$ cat src/rtl/riscv_pkg.sv
// riscv_pkg: shared RV32 constants and types for the fetch/decode slice.
// Rev 1.0
`default_nettype none

package riscv_pkg;

  localparam int          XLEN       = 32;
  localparam logic [31:0] NOP_INSTR  = 32'h0000_0013;
  localparam logic [31:0] PC_INCR    = 32'd4;
  localparam logic [31:0] ALIGN_MASK = 32'hFFFF_FFFC;

  // Opcodes consumed by the main decoder from instr_D[6:0]
  localparam logic [6:0] OPCODE_LW  = 7'b0000011;
  localparam logic [6:0] OPCODE_ADD = 7'b0110011;

  typedef struct packed {
    logic [XLEN-1:0] instr;
    logic [XLEN-1:0] pc;
    logic [XLEN-1:0] pc_plus4;
    logic            valid;
  } fd_reg_t;

  localparam fd_reg_t FD_BUBBLE = '{instr: NOP_INSTR, pc: '0, pc_plus4: '0, valid: 1'b0};

endpackage

`default_nettype wire

$ cat src/rtl/if_id_register.sv
// if_id_register: F/D pipeline register with load, hold and bubble insertion.
// Rev 1.0
`default_nettype none

module if_id_register
  import riscv_pkg::*;
(
  input  logic            clk,
  input  logic            rst_n,
  input  logic            stall,
  input  logic            bubble,
  input  logic [XLEN-1:0] instr_in,
  input  logic [XLEN-1:0] pc_in,
  input  logic [XLEN-1:0] pc_plus4_in,
  output logic [XLEN-1:0] instr_D,
  output logic [XLEN-1:0] pc_D,
  output logic [XLEN-1:0] pc_plus4_D,
  output logic            valid_D
);

  fd_reg_t r_fd;

  // Bubble outranks stall so a flush is never lost behind a held stage
  always_ff @(posedge clk) begin
    if (!rst_n) begin
      r_fd <= FD_BUBBLE;
    end else if (bubble) begin
      r_fd <= FD_BUBBLE;
    end else if (!stall) begin
      r_fd <= '{instr: instr_in, pc: pc_in, pc_plus4: pc_plus4_in, valid: 1'b1};
    end
  end

  assign instr_D    = r_fd.instr;
  assign pc_D       = r_fd.pc;
  assign pc_plus4_D = r_fd.pc_plus4;
  assign valid_D    = r_fd.valid;

endmodule

`default_nettype wire

$ cat src/rtl/fetch_stage.sv
// fetch_stage: PC register, redirect/stall handling and F/D register.
// Optional FETCH_PERF_CNT_EN adds fetch_count_D (count of valid F/D loads). Rev 1.0
`default_nettype none

module fetch_stage
  import riscv_pkg::*;
#(
  parameter logic [31:0] RESET_PC = 32'h0000_0000
) (
  input  logic            clk,
  input  logic            rst_n,
  input  logic            stall_F,
  input  logic            stall_D,
  input  logic            flush_D,
  input  logic            pc_src_E,
  input  logic [XLEN-1:0] pc_target_E,
  output logic [XLEN-1:0] imem_addr_F,
  input  logic [XLEN-1:0] imem_rdata_F,
  output logic [XLEN-1:0] instr_D,
  output logic [XLEN-1:0] pc_D,
  output logic [XLEN-1:0] pc_plus4_D,
  output logic            valid_D
`ifdef FETCH_PERF_CNT_EN
  ,
  output logic [XLEN-1:0] fetch_count_D
`endif
);

  logic [XLEN-1:0] pc_F;
  logic [XLEN-1:0] pc_plus4_F;
  logic            fd_bubble;

  assign pc_plus4_F  = pc_F + PC_INCR;
  assign imem_addr_F = pc_F;
  // A redirect also squashes the wrong-path word currently being fetched
  assign fd_bubble   = flush_D | pc_src_E;

  always_ff @(posedge clk) begin
    if (!rst_n) begin
      pc_F <= RESET_PC;
    end else if (pc_src_E) begin
      pc_F <= pc_target_E & ALIGN_MASK;
    end else if (!stall_F) begin
      pc_F <= pc_plus4_F;
    end
  end

  if_id_register u_if_id (
    .clk         (clk),
    .rst_n       (rst_n),
    .stall       (stall_D),
    .bubble      (fd_bubble),
    .instr_in    (imem_rdata_F),
    .pc_in       (pc_F),
    .pc_plus4_in (pc_plus4_F),
    .instr_D     (instr_D),
    .pc_D        (pc_D),
    .pc_plus4_D  (pc_plus4_D),
    .valid_D     (valid_D)
  );

`ifdef FETCH_PERF_CNT_EN
  logic [XLEN-1:0] fetch_count;

  always_ff @(posedge clk) begin
    if (!rst_n) begin
      fetch_count <= '0;
    end else if (!fd_bubble && !stall_D) begin
      fetch_count <= fetch_count + 1'b1;
    end
  end

  assign fetch_count_D = fetch_count;
`endif

endmodule

`default_nettype wire

$ cat config.mk
export PLATFORM = sky130hd
export DESIGN_NAME = fetch_stage
export DESIGN_NICKNAME = d
export VERILOG_FILES = /design/src/rtl/riscv_pkg.sv /design/src/rtl/if_id_register.sv /design/src/rtl/fetch_stage.sv
export SDC_FILE = /design/constraint.sdc
export NUM_CORES = 1
export LEC_CHECK = 0
export CORE_MARGIN = 2
export CORE_UTILIZATION = 49
export DETAILED_ROUTE_END_ITERATION = 8
export PLACE_DENSITY = 0.87
export SLEW_MARGIN = 20
export SYNTH_ARGS = -nofsm -noshare
export SYNTH_HDL_FRONTEND = slang
export SYNTH_SLANG_ARGS = --single-unit
$ cat constraint.sdc
create_clock -name clk -period 5.3 [get_ports clk]
set_input_delay 1.325 -clock clk [delete_from_list [all_inputs] [get_ports clk]]
set_output_delay 1.325 -clock clk [all_outputs]
set_load 0.05 [all_outputs]
---- After elaboration in Yosys (flattened, before gate mapping) ----
Index checks and enable logic that the tools add are counted.
storage, ports and cells
  flip-flop bits (word level) ............. 129
  input port bits ......................... 70
  output and inout port bits .............. 129
  word-level logic and storage cells ...... 14
operators by class
  add/sub/neg operators ................... 1
  equality and inequality tests ........... 1
  multiplexer cells ....................... 2
  bitwise operators ....................... 2
  reduce and logical (&&, ||, !) cells .... 2
operators by type and width
  operator                                                                 number
  32-bit two-way mux                                                       2
  32-bit by 3-bit adder with 32-bit output, second input constant          1
  2-bit OR reduction                                                       2
  2-bit by 1-bit inequality test with 1-bit output, second input constant  1
  1-bit NOT                                                                1
  1-bit bitwise OR                                                         1

---- Logic depth before layout (Yosys ltp) ----
Gate-level depths: netlist of run 1.
  depth after elaboration ................. 3
  gate-level depth with buffers ........... 8
  depth with buffers taken out ............ 6

---- Modules after synthesis ----
A second synthesis of run 1 with hierarchy kept.
second synthesis, totals
  cells, all modules ...................... 629
  area total of the unflattened synthesis .. 5840.6 um2
by module, submodules not included
  module          instances  cells an instance  area an instance (um2)  sequential area each (um2)
  if_id_register  1          314                3437.0                  1941.9
  fetch_stage     1          315                2403.6                  600.6

---- Worst setup path after synthesis of run 1 ----
No wires, ideal clock.
  path type ............................... input port to flip-flop
  start ................................... input port stall_F
  end ..................................... register pc_F[31], in the netlist imem_addr_F[31]
  library setup time ...................... 0.119 ns
  arrival time ............................ 2.515 ns
  setup slack ............................. 2.666 ns
  stages on the path ...................... 5
  cells stage by stage .................... clkbuf_1 -> or4_4 -> nor3_2 -> xnor2_1 -> o21ai_1
on the way
  word-level cells in the longest chain between the ends .. 1
RTL lines
  item                                                        RTL line           RTL
  start, declared                                             fetch_stage.sv:12  input logic stall_F,
  2-bit by 1-bit inequality test with 1-bit output (no line)  n/a
  end signal, assigned                                        fetch_stage.sv:42  pc_F <= pc_target_E & ALIGN_MASK;
  end signal, assigned                                        fetch_stage.sv:44  pc_F <= pc_plus4_F;
  end, declared                                               fetch_stage.sv:29  logic [XLEN-1:0] pc_F;
Every way passes these cells.
A chain may end at the register's enable or synchronous reset.

---- Worst setup path in the final report of run 1 ----
  start ................................... input port pc_src_E
  end ..................................... register u_if_id.r_fd (netlist bit u_if_id.instr_D[14])
on the way
  word-level cells in the longest chain between the ends .. 2
RTL lines
  item                          RTL line              RTL
  start, declared               fetch_stage.sv:15     input logic pc_src_E,
  1-bit bitwise OR              fetch_stage.sv:36     assign fd_bubble = flush_D | pc_src_E;
  2-bit OR reduction (no line)  n/a
  end signal, assigned          if_id_register.sv:30  r_fd <= '{instr: instr_in, pc: pc_in, pc_plus4: pc_plus4_in, valid: 1'b1};
  end, declared                 if_id_register.sv:21  fd_reg_t r_fd;
Every way passes these cells.

==> out/metrics.yaml, run 1 <==
grt_pass1_vias: 4835
cts-resized-gates: 0
setup_viol: 0
die_area_um2: 12100
mostFrequentLayoutCells: "clkdlybuf4s50_1 (189), dfxtp_1 (123), nor2_1 (94)"
status: "finished clean"
top_level_ports: 199
clock_latency_ns: 0.40
register_area_um2: 2460
clock_skew_ns: 0.00571
fin_setup_tns_ns: 0
ys_ff_latch: 123
crit_arrival_ns: 3.58
grt_pass1_wl_um: 24300
clockBufferDepth: 2
grt_max_degree: 77
p_total_mw: 2.45
crit_chain: "clkdlybuf4s50_1 -> buf_4 -> clkinv_1 -> nand2_1 -> or2_2 -> buf_4 -> nor2_1"
worstPathMaxFanout: 36
netlist_instances: 609
vdd_ir_drop_max_mv: 0.295
vias: 4959
cts_buffers: 17
cts_tree: "yes"
finalCritPeriodShare_pct: 62.4
multiInputGateArea_um2: 2780
place.gp.congestion: 0.889
synth_enable_flop_cells: 0
cts_max_level: 4
async_flop_share_pct: 0
p_per_area_nw_per_um2: 308
rsz0062_at_grt: "false"
die_h_um: 110
postPlaceCellArea_um2: 7380
drcViolationCount: 0
die_x_um: 110
critPathKind: "in2reg"
io_buffers: 190
synth.yosys.seq_area_share_pct: 44.6
fill_cells: 830
drt_pre_antenna_iters: 4
synth.avg_cell_area_um2: 9.07
tightest_slew_ns: 0.936
yosysWarnings: 0
slew_headroom_pct: 37.4
max_cap_violations: 0
slowest_stage: "or2_2"
reg2reg_slack_ns: 2.85
initial_core_util_pct: 50.5
synth_top_flop_cell: "dfxtp_1"
clock-root-buffer: "clkbuf_16"
critPathLaunchType: "input port"
layout_min_cycle_time_ns: 3.30
maxSlewViolCount: 0
track_usage_pct: 25.9
wl_per_cell_um: 16.9
layout_commonest_cell: "clkdlybuf4s50_1"
routed_via_density: 5.38
cpMostUsedCell: "buf_4"
hp-class: "reg2reg"
clkSlewWorstSetupHoldPaths_ns: 0.05
dp_hpwl_um: 10800
finalWirelength_um: 15500
hold_buffers: 0
end_kind: "register"
critPathRequiredTime_ns: 5.58
fin_util_pct: 72.8
area_growth_pct: 44.2
postCtsSetupRepairBufs: 0
layout-drive-gt1-share_pct: 7.80
antenna_found_initial: 0
synth_cell_types: 42
ant_nets: 0
finalHoldViolations: 0
n_antenna_cell: 0
fmax_mhz: 303
core_um2: 10900
max_stage_delay_ns: 0.62
final_area_um2: 7970
drt_iter0_markers: 282
cts_sinks: 123
overflow: 0
cellLeakagePower_nw: 2.93
num_rows: 38
netlist_area_um2: 5530
nNetsFinal: 842
-- kinds of logic (layout without fill, tap and decap cells) --
group	count (synthesis)	after routing	share of synthesized area, %
compound gates	94	94	8.79
xor+xnor	51	51	8.08
fa+ha+maj	1	1	0.226
buf+inv	64	232	5.46
flops	123	123	44.6
mux	69	69	12.6
other cells	1	6	0.0679
simple gates	206	206	20.2
-- Yosys cell counts, types with 3 or more instances --
library cell / count / share of area (%)
nor2_1: 94 / 6.4
nor3_2: 4 / 0.72
o21ai_1: 3 / 0.27
nand3_1: 18 / 1.6
dfxtp_1: 123 / 45
xor2_1: 16 / 2.5
nor4_2: 9 / 2.0
nor3_1: 15 / 1.4
mux2_1: 3 / 0.61
inv_1: 4 / 0.27
nand4_1: 7 / 0.79
xnor2_1: 35 / 5.5
mux2i_1: 66 / 12
or3_1: 3 / 0.34
buf_2: 16 / 1.4
and4_1: 4 / 0.63
o21ai_0: 46 / 4.2
a21oi_1: 41 / 3.7
and2_1: 7 / 0.79
nand2_1: 24 / 1.6
nor2b_1: 4 / 0.45
buf_4: 9 / 1.2
clkbuf_1: 31 / 2.1
-- where the power goes --
group | switching [mW] | internal [mW]
Clock | 0.388 | 0.732
Combinational | 0.193 | 0.139
Sequential | 0.0459 | 0.953
-- layer usage --
layer | global-route usage (%) | vias to the layer above | share of wire (%)
met5 | 0 | - | 0
met4 | 10.4 | 0 | 2.4
met3 | 5.29 | 30 | 5.5
met2 | 43.6 | 159 | 51
met1 | 32.3 | 2382 | 41
li1 | - | 2388 | -
-- metrics by stage --
stage	setup slack, ns	std cells	hold slack, ns
6_report	2.00	922	0.452
5_1_grt	1.85	922	0.486
4_1_cts	2.00	922	0.456
3_5_place_dp	1.59	892	0.445
3_3_place_gp	1.69	892	0.432
2_1_floorplan	2.67	614	0.664
-- final timing paths --
check / from / end / depth (start not counted)
setup / recovery: pc_src_E / u_if_id.instr_D[14] / 7
setup reg to reg: imem_addr_F[2] / u_if_id.pc_plus4_D[30] / 5
hold reg to reg: u_if_id.valid_D / u_if_id.valid_D / 2
hold / removal: u_if_id.valid_D / u_if_id.valid_D / 2
-- area by class of cell --
cell class	instances	area share (%)
multi-input cells	427	34.9
clock inverters	8	1.16
well taps	140	2.20
inverters	6	0.283
repair buffers	196	24.5
flip-flops and latches	123	30.9
clock buffers	22	6.08
-- critical path, delay by kind of cell --
family,cells,cell delay [ns]
AND/OR/NAND/NOR,3,0.90
buffers and inverters,4,1.32
-- registers in the layout, summed over array words and instances (netlist names) --
name / count
imem_addr_F: 30
u_if_id.pc_plus4_D: 30
u_if_id.pc_D: 30
u_if_id.instr_D: 32
u_if_id.valid_D: 1
(Power assumes the default switching activity.)
==> run 2: changes to the inputs <==
--- a/config.mk
+++ b/config.mk
@@ -6,9 +6,9 @@
 export NUM_CORES = 1
 export LEC_CHECK = 0
 export CORE_MARGIN = 2
-export CORE_UTILIZATION = 49
+export CORE_UTILIZATION = 41
 export DETAILED_ROUTE_END_ITERATION = 8
-export PLACE_DENSITY = 0.87
+export PLACE_DENSITY = 0.77
 export SLEW_MARGIN = 20
 export SYNTH_ARGS = -nofsm -noshare
 export SYNTH_HDL_FRONTEND = slang
==> constraint.sdc (replaced) <==
create_clock -name clk -period 2.9 [get_ports clk]
set_input_delay 0.725 -clock clk [delete_from_list [all_inputs] [get_ports clk]]
set_output_delay 0.725 -clock clk [all_outputs]
set_load 0.05 [all_outputs]
==> run 2 against run 1 <==
Setup slack worse by 1.7 ns. Power rose by 82%. Critical path depth fell by 6. Core utilization shrank 11 points. Hold slack worse by 0.0077 ns. Sequential power grew 81%. Via count down 1.5%. Global-route usage decreased by 4.7 points. Register-to-register slack worse by 2.2 ns.
==> out/metrics.yaml, run 2 (same netlist as run 1, synthesis figures left out) <==
nNetsFinal: 854
setup_viol: 0
ant_nets: 0
wl_per_cell_um: 15.4
crit_arrival_ns: 1.85
layout_commonest_cell: "clkdlybuf4s50_1"
postCtsSetupRepairBufs: 0
max_stage_delay_ns: 0.88
die_area_um2: 14400
num_rows: 42
finalHoldViolations: 0
fmax_mhz: 388
critPathTopFamily: "buffers and inverters"
max_cap_violations: 0
layout-drive-gt1-share_pct: 8.92
place.gp.congestion: 0.837
drcViolationCount: 0
drt_iter0_markers: 219
clockBufferDepth: 2
cts_buffers: 17
clock_latency_ns: 0.41
critPathRequiredTime_ns: 2.17
dp_cells: 940
finalWirelength_um: 15000
core_um2: 13200
fin_cells: 972
slew_headroom_pct: 57.3
io_buffers: 190
clock_skew_ns: 0.00633
routed_via_density: 5.03
register_area_um2: 2460
clock-root-buffer: "clkbuf_16"
fin_util_pct: 61.5
tightest_slew_ns: 0.641
area_growth_pct: 46.7
clkSlewWorstSetupHoldPaths_ns: 0.05
initial_core_util_pct: 41.9
vias: 4887
end_kind: "output port"
slowest_stage: "clkdlybuf4s50_1"
cts_sinks: 123
overflow: 0
largest_reg_flops: 32
grt_pass1_vias: 4849
critPathKind: "reg2out"
finalCritPeriodShare_pct: 88.8
cts_tree: "yes"
fill_cells: 1086
cellLeakagePower_nw: 3.00
hold_buffers: 0
status: "finished clean"
maxSlewViolCount: 0
hold_ws_ns: 0.444
grt_max_degree: 44
fin_setup_tns_ns: 0
worst-path-buf-inv: 1
die_x_um: 120
track_usage_pct: 21.2
drt_pre_antenna_iters: 4
top_level_ports: 199
grt_pass1_wl_um: 24200
critPathLaunchType: "register"
rsz0062_at_grt: "false"
layout_min_cycle_time_ns: 2.57
crit_chain: "clkdlybuf4s50_1"
cts_max_level: 4
vdd_ir_drop_max_mv: 0.337
cts-resized-gates: 0
hp-class: "reg2reg"
die_h_um: 120
dp_hpwl_um: 10800
n_antenna_cell: 0
worstPathMaxFanout: 10
mostFrequentLayoutCells: "clkdlybuf4s50_1 (189), dfxtp_1 (123), nor2_1 (94)"
multiInputGateArea_um2: 2780
antenna_found_initial: 0
p_per_area_nw_per_um2: 549
[run 2: per-layer routing]
metal,GRT usage (%),part of all wire [%],vias up
li1,-,-,2419
met1,26.0,42,2290
met2,34.9,49,158
met3,6.75,6.8,20
met4,7.72,1.6,0
met5,0,0,-
[run 2: final timing paths]
path,end,cells after the start,startpoint,slack (ns)
max reg2reg,u_if_id.pc_plus4_D[28],5,imem_addr_F[6],0.70
max,imem_addr_F[6],1,imem_addr_F[6],0.33
min reg2reg,u_if_id.valid_D,2,u_if_id.valid_D,0.44
min,u_if_id.valid_D,2,u_if_id.valid_D,0.44
[run 2: cell type report]
cell class,count,area share (%)
Multi-Input combinational cell,427,34.3
Sequential cell,123,30.4
Clock inverter,9,1.17
Tap cell,176,2.72
Clock buffer,23,5.77
Timing Repair Buffer,208,25.4
Inverter,6,0.278
[run 2: report_power, final]
part,switching (mW),internal (mW)
registers,0.0660,1.74
clock network,0.711,1.30
logic,0.367,0.267
[run 2: metrics by stage]
stage	instance area, µm²	power, mW	setup WS (ns)
after floorplan	5540	2.23	0.688
after global placement	7540	2.46	0.383
after detailed placement	7540	2.47	0.349
after CTS	8110	4.49	0.312
after global routing	8110	4.63	0.269
final	8110	4.45	0.326
[run 2: worst min-delay path: stages (launching register included)]
cell     delay (ns)
dfxtp_1        0.30
inv_1          0.05
a21oi_1        0.05
